--- config.mk ---
export PLATFORM = sky130hd
export DESIGN_NAME = rand_arbiter
export DESIGN_NICKNAME = d
export VERILOG_FILES = /design/src/rtl/rand_arb_pkg.sv /design/src/rtl/rand_arbiter_rr_picker.sv /design/src/rtl/rand_arbiter.sv
export SDC_FILE = /design/constraint.sdc
export NUM_CORES = 1
export LEC_CHECK = 0
export CAP_MARGIN = 5
export CELL_PAD_IN_SITES_DETAIL_PLACEMENT = 1
export CELL_PAD_IN_SITES_GLOBAL_PLACEMENT = 1
export CORE_MARGIN = 4
export CORE_UTILIZATION = 39
export CTS_BUF_LIST = sky130_fd_sc_hd__clkbuf_16
export CTS_CLUSTER_SIZE = 12
export DETAILED_ROUTE_END_ITERATION = 16
export HOLD_SLACK_MARGIN = 0.06
export PLACE_DENSITY = 0.77
export SLEW_MARGIN = 10
export SYNTH_ARGS = -nofsm -noshare
export SYNTH_HDL_FRONTEND = slang
export SYNTH_SLANG_ARGS = --single-unit
export TNS_END_PERCENT = 10
--- constraint.sdc ---
create_clock -name i_clk -period 3.62 [get_ports i_clk]
set_clock_uncertainty 0.15 [all_clocks]
set_input_delay 0.543 -clock i_clk [delete_from_list [all_inputs] [get_ports i_clk]]
set_output_delay 0.543 -clock i_clk [all_outputs]
set_load 0.05 [all_outputs]
--- src/rtl/rand_arb_pkg.sv ---
// Shared types and constants for the LFSR-sharing random arbiter.
//   rand_arb_state_t : arbiter FSM state encoding
//   RAND_W           : width of the LFSR sample and of the returned value
//   max_t            : per-requester inclusive upper bound
package rand_arb_pkg;

  localparam int RAND_W = 4;

  typedef logic [RAND_W-1:0] max_t;

  typedef enum logic [1:0] {
    S_IDLE = 2'd0,
    S_DRAW = 2'd1,
    S_RESP = 2'd2
  } rand_arb_state_t;

endpackage

--- src/rtl/rand_arbiter_rr_picker.sv ---
// Combinational round-robin selector.
// Searches req starting at last_id+1 and wraps modulo N_REQ; the first set
// bit wins.
//   req     : in,  N_REQ  pending requests
//   last_id : in,  IDW    id granted most recently
//   grant   : out, N_REQ  one-hot winner (zero when nothing pending)
//   id      : out, IDW    index of the winner
//   any     : out, 1      at least one request pending
module rr_picker #(
  parameter int N_REQ = 4,
  parameter int IDW   = $clog2(N_REQ)
) (
  input  logic [N_REQ-1:0] req,
  input  logic [IDW-1:0]   last_id,
  output logic [N_REQ-1:0] grant,
  output logic [IDW-1:0]   id,
  output logic             any
);

  int             idx;
  logic [IDW-1:0] idx_w;

  always_comb begin
    grant = '0;
    id    = '0;
    any   = 1'b0;
    idx   = 0;
    idx_w = '0;
    // Offsets 1..N_REQ so that last_id itself is checked last.
    for (int i = 1; i <= N_REQ; i++) begin
      idx   = (int'(last_id) + i) % N_REQ;
      idx_w = IDW'(idx);
      if (!any && req[idx_w]) begin
        any          = 1'b1;
        grant[idx_w] = 1'b1;
        id           = idx_w;
      end
    end
  end

endmodule

--- src/rtl/rand_arbiter.sv ---
// Shares one free-running 4-bit LFSR between N_REQ requesters. Grants one
// requester at a time in round-robin order, draws LFSR samples until one is
// within [0, max] of that requester, and returns it with a one-cycle pulse.
// After MAX_TRIES rejected draws the latched max itself is returned.
//   i_clk        : in,  1        clock
//   i_rst_n      : in,  1        asynchronous active-low reset
//   i_req        : in,  N_REQ    request per requester, held until response
//   i_max        : in,  4*N_REQ  packed inclusive bounds, slice k = [4k+3:4k]
//   i_lfsr       : in,  4        current LFSR output
//   o_grant      : out, N_REQ    one-hot owner of the current draw
//   o_rand_valid : out, 1        response pulse
//   o_rand_id    : out, IDW      owner of the response
//   o_rand       : out, 4        random value
//
// state  | meaning
// S_IDLE | waiting for any request; picks next owner round-robin
// S_DRAW | sampling i_lfsr each cycle until accept or fallback
// S_RESP | valid pulse cycle; requests ignored, owner recorded as last_id
module rand_arbiter
  import rand_arb_pkg::*;
#(
  parameter int N_REQ     = 4,
  parameter int MAX_TRIES = 8
) (
  input  logic                      i_clk,
  input  logic                      i_rst_n,
  input  logic [N_REQ-1:0]          i_req,
  input  logic [RAND_W*N_REQ-1:0]   i_max,
  input  logic [RAND_W-1:0]         i_lfsr,
  output logic [N_REQ-1:0]          o_grant,
  output logic                      o_rand_valid,
  output logic [$clog2(N_REQ)-1:0]  o_rand_id,
  output logic [RAND_W-1:0]         o_rand
);

  localparam int IDW = $clog2(N_REQ);
  localparam int TW  = $clog2(MAX_TRIES + 1);

  rand_arb_state_t state_q, state_d;

  max_t           max_arr [N_REQ];
  max_t           max_q;
  logic [IDW-1:0] last_id_q;
  logic [TW-1:0]  try_q;

  logic [N_REQ-1:0] pick_grant;
  logic [IDW-1:0]   pick_id;
  logic             pick_any;

  logic do_grant, do_accept, do_reject, do_fallback, do_finish;

  for (genvar k = 0; k < N_REQ; k++) begin : g_max
    assign max_arr[k] = i_max[RAND_W*k +: RAND_W];
  end

  rr_picker #(
    .N_REQ (N_REQ),
    .IDW   (IDW)
  ) u_picker (
    .req     (i_req),
    .last_id (last_id_q),
    .grant   (pick_grant),
    .id      (pick_id),
    .any     (pick_any)
  );

  always_ff @(posedge i_clk or negedge i_rst_n) begin
    if (!i_rst_n) begin
      state_q <= S_IDLE;
    end else begin
      state_q <= state_d;
    end
  end

  always_comb begin
    state_d     = state_q;
    do_grant    = 1'b0;
    do_accept   = 1'b0;
    do_reject   = 1'b0;
    do_fallback = 1'b0;
    do_finish   = 1'b0;
    case (state_q)
      S_IDLE: begin
        if (pick_any) begin
          do_grant = 1'b1;
          state_d  = S_DRAW;
        end
      end
      S_DRAW: begin
        if (i_lfsr <= max_q) begin
          do_accept = 1'b1;
          state_d   = S_RESP;
        end else begin
          do_reject = 1'b1;
          // This rejection is the MAX_TRIES-th one.
          if (try_q == TW'(MAX_TRIES - 1)) begin
            do_fallback = 1'b1;
            state_d     = S_RESP;
          end
        end
      end
      S_RESP: begin
        do_finish = 1'b1;
        state_d   = S_IDLE;
      end
      default: state_d = S_IDLE;
    endcase
  end

  always_ff @(posedge i_clk or negedge i_rst_n) begin
    if (!i_rst_n) begin
      o_grant      <= '0;
      o_rand_valid <= 1'b0;
      o_rand_id    <= '0;
      o_rand       <= '0;
      max_q        <= '0;
      last_id_q    <= IDW'(N_REQ - 1);
      try_q        <= '0;
    end else begin
      if (do_grant) begin
        o_grant   <= pick_grant;
        o_rand_id <= pick_id;
        max_q     <= max_arr[pick_id];
        try_q     <= '0;
      end
      if (do_reject && try_q != TW'(MAX_TRIES)) begin
        try_q <= try_q + TW'(1);
      end
      if (do_accept) begin
        o_rand       <= i_lfsr;
        o_rand_valid <= 1'b1;
      end
      if (do_fallback) begin
        o_rand       <= max_q;
        o_rand_valid <= 1'b1;
      end
      if (do_finish) begin
        o_rand_valid <= 1'b0;
        o_grant      <= '0;
        last_id_q    <= o_rand_id;
      end
    end
  end

endmodule
==> results of run 1 <==
## final cells by class
class / instances / area, sq um / area share [%]
clock buffers: 3 / 75.1 / 3.37
inverters: 13 / 48.8 / 2.19
multi-input cells: 138 / 1080 / 48.5
repair buffers: 38 / 375 / 16.9
flip-flops and latches: 23 / 578 / 26.0
clock inverters: 1 / 3.75 / 0.169
well taps: 52 / 65.1 / 2.92
## metrics by stage
step	area (sq um)	hold slack (ps)	util, %
after floorplan	1750	97.4	-
after global placement	2150	323	49.3
after detailed placement	2150	329	49.3
after CTS	2230	346	51.1
after global routing	2230	354	51.1
final	2230	345	51.1
## where the power goes
group          switching (W)  leakage (nW)  internal [W]
logic               0.000753         0.635      0.000530
clock network      0.0000909        0.0423      0.000148
registers           0.000119         0.287      0.000376
total               0.000962         0.965       0.00105
## cell usage after synthesis (2+ instances only)
library cell	n
nor2b_1	4
a221o_1	3
a22oi_1	8
mux4_2	2
o2bb2ai_1	5
o21ai_1	2
nand3_1	3
nor3_1	8
or3_1	2
clkbuf_1	4
o211ai_1	5
mux2i_1	7
dfrtp_1	21
a22o_1	4
a21oi_1	8
dfstp_2	2
or4_1	2
o21a_1	3
and3b_1	2
o31ai_1	2
nor3b_1	3
nor2_1	6
nand2_1	12
o211a_1	2
inv_1	13
buf_2	3
mux2_4	3
ha_1	14
o21ai_0	10
a21o_1	2
## worst register-to-register path, delay by kind of cell (launching register included)
kind / cells / cell delay (ps)
adder cells (fa/ha/maj): 1 / 350
AO/OA/AOI/OAI: 1 / 340
flip-flops: 1 / 680
buffers and inverters: 2 / 280
multiplexers: 2 / 880
AND/OR/NAND/NOR: 2 / 360
## routing by layer
metal | wire length, um | vias to the layer above | part of all wire (%)
met5 | 0 | - | 0
met2 | 2660 | 17 | 54
met3 | 72 | 8 | 1.5
met4 | 90 | 0 | 1.8
met1 | 2100 | 764 | 43
li1 | - | 758 | -
## logic make-up after synthesis
kind of cell             after synthesis
AO/OA/AOI/OAI                         59
adder cells (fa/ha/maj)               14
buffers and inverters                 21
flip-flops                            23
multiplexers                          13
AND/OR/NAND/NOR                       52
## how the worst max path moves through the flow
stage | from | to | slack (ps)
final | last_id_q[1] | max_q[3] | 460
after global placement | i_req[3] | max_q[1] | 440
after CTS | last_id_q[1] | max_q[3] | 430
after detailed placement | i_req[3] | max_q[3] | 290
after global routing | last_id_q[1] | max_q[3] | 300
after floorplan | last_id_q[0] | max_q[0] | 330
## registers in the layout, indices dropped and copies added (netlist names)
signal,count
last_id_q,2
max_q,4
o_grant,4
o_rand,4
o_rand_id,2
o_rand_valid,1
state_q,2
try_q,4
==> run metrics, run 1 <==
status finished, final reports clean; RSZ-0062 raised after global routing no; Area Growth Syn to Fin 27.3%; Worst-Margin Slew 1020 ps; GP Congestion 0.871; pin count of the biggest net entering global routing 24; Worst-Skew Late Latency 260 ps; leakage power 0.965 nW; hold crit path type flop to flop; sequential fraction of the synthesis area 33.1%; final setup fails 0; M3 GR Usage 1.34%; Setup WS post-layout 464 ps; Fill cells 493; CTS sink count 23; ordered cell list for the critical path inv_1 > ha_1 > inv_1 > mux2i_1 > or3_4 > nand2_4 > mux2_4 > a221o_1; Site Rows 24; Worst path top cell family by delay multiplexers; share of Yosys cell area claimed by the top area cell type 30.1%; crit path capture type flop; die height 74.9 um; CTS Buf Count 3; synth top area cells dfrtp_1, ha_1, mux2i_1; Yosys warning count 0; FF+latch count, synth 23; Worst Setup Path Type flop to flop; # H-tree levels 1; root buf cell clkbuf_16; Post-CTS Setup Bufs 0; simple-gate share of the synthesized area 17.3%; io pins 37; most frequent cells in the layout clkdlybuf4s50_1, dfrtp_1, inv_1, ha_1, nand2_1; Die Wd 74.9 um; hold_sp o_rand[1]; Reg2Reg Depth 8; Layout Nets 257; CORE AREA 0.00435 sq mm; Hold Buf Count CTS 0; Power, Total 0.00202 W; syn nets 222; n_diodes 0; Max-Cap Viols 0; gr busiest metal met2; maximum VDD drop 343 uV; largest family of logic cells by synthesized area compound AO/OA/AOI/OAI gates; Longest Clk Path Bufs 2; asr flop ratio synth 100%; post-route insts no fill 268; Max Slew Vio Count 0; met2 usage 33.8%; maximum fanout along the worst path 13; initial core utilization 40.1%; final hold viol count 0; Placed Cells 264; total detailed-routing wirelength 4910 um; r2r setup slk 460 ps; layout cells sized above 1 7.87%; Final HPWL DP 3950 um; WP buf/inv 2; slowest cell on the critical path dfstp_2; mux contribution to synthesized area 9.81%; worst relative slew slack 31.7%; DR WL/cell 18.3 um; port bufs 36; DR vias 1547; post-CTS sizing 0; ys flop type dfrtp_1; Worst Hold Path EP o_rand[1]; commonest non-fill, non-tap cell in the layout clkdlybuf4s50_1; max incr delay on CP 680 ps; Post-DRT Antenna Nets 0; die area 0.00562 sq mm; Worst-path clk slew 60 ps; crit-path most repeated cell inv_1; Worst Hold Depth 1; Synth Cell Area 0.00175 sq mm; Residual DRC 0; pre-CTS setup slack 292 ps; GRT Util Overall 18.6%; initial antenna violation count 0; total negative setup slack 0 ps; grt total ovfl 0; arrival time at the worst endpoint 3140 ps; first-pass GRT wire length 8060 um; DRT iter0 DRCs 86; Vias/cell 5.77; adder-cell share of the synthesized area 10.0%; CTS tree done; Synth cell types 47; worst r2r src last_id_q[1]; post-route clock period utilization 87.2%; complex-gate fraction of the synthesized area 24.7%; Max Freq 317 MHz; met1 Usage GRT 23.2%; Yosys top cell by area dfrtp_1; WP depth 8; crit start category flop; Cells after Synth 182; r2r endpoint max_q[3]; xor-xnor portion of the synthesized cell area 0%; DR pass1 iterations 4; Post-synth EDFFs 0; Final min period 3160 ps; Syn Area/Cell 9.60 sq um; pwr dens 905 mW/mm^2; vias in the first global route 1678; Critical Path RT 3610 ps
(Power assumes the default switching activity.)
==> run 2: changes to the inputs <==
--- a/config.mk
+++ b/config.mk
@@ -10,7 +10,7 @@
 export CELL_PAD_IN_SITES_GLOBAL_PLACEMENT = 1
 export CORE_MARGIN = 4
 export CORE_UTILIZATION = 39
-export CTS_BUF_LIST = sky130_fd_sc_hd__clkbuf_16
+export CTS_BUF_LIST = sky130_fd_sc_hd__clkbuf_8 sky130_fd_sc_hd__clkbuf_16
 export CTS_CLUSTER_SIZE = 12
 export DETAILED_ROUTE_END_ITERATION = 16
 export HOLD_SLACK_MARGIN = 0.06
==> run 2 against run 1 <==
Compared with the run above:
- setup slack better by 3.5 ps
- largest power group unchanged
- critical path type unchanged
- register-to-register slack hardly changed
- total power is 4.5% lower
==> run metrics, run 2 (same netlist as run 1, synthesis figures left out) <==
DR WL/cell 17.8 um (was 18.3 um); CTS Buf Count 3 (unchanged); Worst Setup Path Type flop to flop (unchanged); most frequent cells in the layout clkdlybuf4s50_1, dfrtp_1, inv_1, ha_1, nand2_1 (unchanged); Post-CTS Setup Bufs 0 (unchanged); RSZ-0062 raised after global routing no (unchanged); pwr dens 878 mW/mm^2 (was 905 mW/mm^2); maximum fanout along the worst path 13 (unchanged); pre-CTS setup slack 292 ps (unchanged); GRT Util Overall 17.9% (was 18.6%); # H-tree levels 1 (unchanged); final setup fails 0 (unchanged); hold slack 350 ps (was 345 ps); Die Wd 74.9 um (unchanged); Worst Hold Path EP o_rand[1] (unchanged); Worst-Margin Slew 1020 ps (about the same); leakage power 0.949 nW (was 0.965 nW); initial antenna violation count 0 (unchanged); Final HPWL DP 3950 um (unchanged); status finished, final reports clean (unchanged); post-route clock period utilization 87.1% (was 87.2%); Critical Path RT 3620 ps (was 3610 ps); Area Growth Syn to Fin 25.4% (was 27.3%); root buf cell clkbuf_8 (was clkbuf_16); Max-Cap Viols 0 (unchanged); Layout Nets 257 (unchanged); Post-DRT Antenna Nets 0 (unchanged); arrival time at the worst endpoint 3150 ps (was 3140 ps); Vias/cell 5.77 (about the same); layout cells sized above 1 7.87% (unchanged); Final min period 3150 ps (was 3160 ps); Worst-path clk slew 80 ps (was 60 ps); io pins 37 (unchanged); port bufs 36 (unchanged); utilization of the core after routing 50.3% (was 51.1%); Worst Hold Depth 1 (unchanged); worst relative slew slack 31.9% (was 31.7%); DR pass1 iterations 4 (unchanged); Post-DP Area 0.00215 sq mm (unchanged); crit-path most repeated cell inv_1 (unchanged); CTS tree done (unchanged); die height 74.9 um (unchanged); crit path capture type flop (unchanged); pin count of the biggest net entering global routing 24 (unchanged); DR vias 1546 (was 1547); n_diodes 0 (unchanged); Hold Buf Count CTS 0 (unchanged); post-CTS sizing 0 (unchanged); GP Congestion 0.871 (unchanged); Reg2Reg Depth 8 (unchanged); r2r setup slk 470 ps (was 460 ps); Site Rows 24 (unchanged); CP Launch Point last_id_q[1] (unchanged); die area 0.00562 sq mm (unchanged); slowest cell on the critical path dfstp_2 (unchanged); final hold viol count 0 (unchanged); initial core utilization 40.1% (unchanged); vias in the first global route 1669 (was 1678); Worst-Skew Late Latency 270 ps (was 260 ps); Max Slew Vio Count 0 (unchanged); ordered cell list for the critical path inv_1 > ha_1 > inv_1 > mux2i_1 > or3_4 > nand2_4 > mux2_4 > a221o_1 (unchanged); CTS sink count 23 (unchanged); commonest non-fill, non-tap cell in the layout clkdlybuf4s50_1 (unchanged); grt total ovfl 0 (unchanged); crit start category flop (unchanged); r2r endpoint max_q[3] (unchanged); final instance area 0.00219 sq mm (was 0.00223 sq mm); max incr delay on CP 680 ps (about the same); Longest Clk Path Bufs 2 (unchanged); Setup WS post-layout 467 ps (was 464 ps); Max Freq 317 MHz (about the same); first-pass GRT wire length 7820 um (was 8060 um); maximum VDD drop 331 uV (was 343 uV); DRT iter0 DRCs 92 (was 86); worst r2r src last_id_q[1] (unchanged); hold crit path type flop to flop (unchanged); hold_sp o_rand[1] (unchanged); Fill cells 501 (was 493); total detailed-routing wirelength 4780 um (was 4910 um); Residual DRC 0 (unchanged); total negative setup slack 0 ps (unchanged); CORE AREA 0.00435 sq mm (unchanged)
## run 2: cell counts in the layout (fill, tap and decap cells not counted)
Identical to the previous run, type by type.
## run 2: report_power, final
part           switching [W]  internal [W]  total [W]  leakage (nW)
logic               0.000746      0.000528    0.00127         0.635
clock network      0.0000821     0.0000758   0.000158        0.0269
registers           0.000117      0.000375   0.000492         0.287
## run 2: worst max-delay path: cells and delay by family (launching register included)
family          cells  cell delay (ps)
compound gates      1              340
fa+ha+maj           1              350
buf+inv             2              280
flops               1              680
mux                 2              880
simple gates        2              360
## run 2: cell type report
class                   instances  area (sq um)  share of cell area [%]
flip-flops and latches         23           578                    26.4
multi-input cells             138          1080                    49.3
repair buffers                 38           375                    17.1
inverters                      13          48.8                    2.23
well taps                      52          65.1                    2.97
clock inverters                 1          3.75                   0.171
clock buffers                   3          41.3                    1.88
## run 2: metal layers
metal / wire length, um / GRT usage (%) / vias up
met1: 2080 / 22.8 / 754
met3: 100 / 1.34 / 8
li1: - / - / 761
met4: 80 / 5.73 / 0
met5: 0 / 0 / -
met2: 2510 / 32.0 / 23
## run 2: worst max-delay path by stage
stage / depth (start not counted) / to
final: 8 / max_q[3]
after detailed placement: 7 / max_q[3]
after CTS: 8 / max_q[3]
after floorplan: 10 / max_q[0]
after global routing: 8 / max_q[3]
after global placement: 7 / max_q[1]
## run 2: stage by stage
stage / instances / power [W]
floorplan: 182 / 0.00142
global placement: 264 / 0.00173
detailed placement: 264 / 0.00179
CTS: 268 / 0.00195
global route: 268 / 0.00208
finish: 268 / 0.00192
==> run 3: changes to the inputs <==
--- a/config.mk
+++ b/config.mk
@@ -14,7 +14,9 @@
 export CTS_CLUSTER_SIZE = 12
 export DETAILED_ROUTE_END_ITERATION = 16
 export HOLD_SLACK_MARGIN = 0.06
+export MAX_ROUTING_LAYER = met4
 export PLACE_DENSITY = 0.77
+export SKIP_LAST_GASP = 1
 export SLEW_MARGIN = 10
 export SYNTH_ARGS = -nofsm -noshare
 export SYNTH_HDL_FRONTEND = slang
==> run 3 against run 2 <==
Compared with the run above:
- combinational power hardly changed
- clock power hardly changed
- hold slack hardly changed
- highest routed layer unchanged
- setup slack worse by 4.1 ps
- register-to-register slack hardly changed
- sequential power hardly changed
- non-clock buffer count stayed put
- global-route usage is 0.58 points higher
- cell area stayed put
- count of clock-buffer cells in the layout stayed put
- flip-flop and latch count stayed put
==> run metrics, run 3 (same netlist as run 1, synthesis figures left out) <==
CP Launch Point last_id_q[1] (unchanged); Hold Buf Count CTS 0 (unchanged); Sequential Power Share 25.6% (about the same); Worst Hold Depth 1 (unchanged); Reg2Reg Depth 8 (unchanged); CTS sink count 23 (unchanged); final instance area 0.00219 sq mm (unchanged); DRT iter0 DRCs 79 (was 92); clock power share 8.2% (about the same); Site Rows 24 (unchanged); io pins 37 (unchanged); post-CTS sizing 0 (unchanged); Area Growth Syn to Fin 25.4% (unchanged); n_diodes 0 (unchanged); r2r setup slk 460 ps (was 470 ps); Worst Hold Path EP o_rand[1] (unchanged); Final HPWL DP 3950 um (unchanged); crit start category flop (unchanged); Fill cells 501 (unchanged); most frequent cells in the layout clkdlybuf4s50_1, dfrtp_1, inv_1, ha_1, nand2_1 (unchanged); CORE AREA 0.00435 sq mm (unchanged); Worst-Margin Slew 1020 ps (about the same); initial core utilization 40.1% (unchanged); sw power 0.000946 W (about the same); vias in the first global route 1667 (was 1669); worst r2r src last_id_q[1] (unchanged); root buf cell clkbuf_8 (unchanged); final hold viol count 0 (unchanged); worst relative slew slack 31.9% (about the same); final setup fails 0 (unchanged); max incr delay on CP 680 ps (about the same); r2r endpoint max_q[3] (unchanged); initial antenna violation count 0 (unchanged); Post-DRT Antenna Nets 0 (unchanged); ordered cell list for the critical path inv_1 > ha_1 > inv_1 > mux2i_1 > or3_4 > nand2_4 > mux2_4 > a221o_1 (unchanged); hold crit path type flop to flop (unchanged); Internal 0.000979 W (about the same); met1 Usage GRT 22.9% (was 22.8%); crit-path most repeated cell inv_1 (unchanged); Worst-Skew Late Latency 270 ps (about the same); maximum VDD drop 332 uV (was 331 uV); Combinational Power Share 66.2% (about the same); RSZ-0062 raised after global routing no (unchanged); hold slack 350 ps (about the same); gr busiest metal met2 (unchanged); DR vias 1556 (was 1546); Power, Total 0.00193 W (was 0.00192 W); hold_sp o_rand[1] (unchanged); M3 GR Usage 1.34% (unchanged); Max Slew Vio Count 0 (unchanged); Die Wd 74.9 um (unchanged); leakage power 0.949 nW (unchanged); DR pass1 iterations 4 (unchanged); pin count of the biggest net entering global routing 24 (unchanged); GP Congestion 0.885 (was 0.871); status finished, final reports clean (unchanged); Layout Nets 257 (unchanged); arrival time at the worst endpoint 3160 ps (was 3150 ps); slowest cell on the critical path dfstp_2 (unchanged); Longest Clk Path Bufs 2 (unchanged); commonest non-fill, non-tap cell in the layout clkdlybuf4s50_1 (unchanged); Post-DP Area 0.00215 sq mm (unchanged); Vias/cell 5.81 (was 5.77); Residual DRC 0 (unchanged); met2 usage 32.0% (unchanged); maximum fanout along the worst path 13 (unchanged); first-pass GRT wire length 7850 um (was 7820 um); layout cells sized above 1 7.87% (unchanged); footprint of the multi-input gates 0.00108 sq mm (unchanged); port bufs 36 (unchanged); CTS Buf Count 3 (unchanged); total negative setup slack 0 ps (unchanged); Max-Cap Viols 0 (unchanged); pwr dens 878 mW/mm^2 (about the same); Max Freq 317 MHz (about the same); die area 0.00562 sq mm (unchanged); GRT Util Overall 18.5% (was 17.9%); Worst-path clk slew 80 ps (about the same); Worst Setup Path Type flop to flop (unchanged); total detailed-routing wirelength 4780 um (about the same); Final min period 3160 ps (was 3150 ps); switch share 49.2% (was 49.1%); DR WL/cell 17.9 um (was 17.8 um); die height 74.9 um (unchanged); Critical Path RT 3620 ps (about the same); register area 578 sq um (unchanged); # H-tree levels 1 (unchanged); post-route clock period utilization 87.2% (was 87.1%); grt total ovfl 0 (unchanged); CTS tree done (unchanged); crit path capture type flop (unchanged); Post-CTS Setup Bufs 0 (unchanged)
-- run 3: cell counts in the layout (fill, tap and decap cells not counted) --
Identical to the previous run, type by type.
-- run 3: worst max path at each step --
stage	endpoint	slack (ps)
finish	max_q[3]	460
global route	max_q[3]	280
CTS	max_q[3]	430
detailed placement	max_q[3]	290
global placement	max_q[1]	440
floorplan	max_q[0]	330
-- run 3: worst max-delay path, delay by kind of cell (launching register included) --
| kind | cells | cell delay, ps |
|---|---|---|
| flip-flops | 1 | 680 |
| AND/OR/NAND/NOR | 2 | 360 |
| adder cells (fa/ha/maj) | 1 | 350 |
| buffers and inverters | 2 | 280 |
| multiplexers | 2 | 880 |
| AO/OA/AOI/OAI | 1 | 340 |
-- run 3: power groups by stage --
| stage | Sequential, W | Combinational [W] | Clock (W) |
|---|---|---|---|
| final | 0.000492 | 0.00128 | 0.000158 |
| after global routing | 0.000510 | 0.00140 | 0.000174 |
| after CTS | 0.000496 | 0.00130 | 0.000163 |
| after detailed placement | 0.000498 | 0.00129 | 0 |
| after global placement | 0.000488 | 0.00124 | 0 |
| after floorplan | 0.000630 | 0.000789 | 0 |
-- run 3: area by class of cell --
cell class	instances	share of cell area (%)
Timing Repair Buffer	38	17.1
Clock buffer	3	1.88
Clock inverter	1	0.171
Multi-Input combinational cell	138	49.3
Inverter	13	2.23
Sequential cell	23	26.4
Tap cell	52	2.97
-- run 3: per-stage QoR --
stage	std cells	utilization (%)	setup slack, ps
2_1_floorplan	182	-	330
3_3_place_gp	264	49.3	442
3_5_place_dp	264	49.3	292
4_1_cts	268	50.3	425
5_1_grt	268	50.3	284
6_report	268	50.3	463
-- run 3: routing by layer --
metal  up-vias  part of all wire, %
met5         -                    0
met4         0                  1.7
met3         8                  1.9
met2        23                   53
met1       767                   44
li1        758                    -
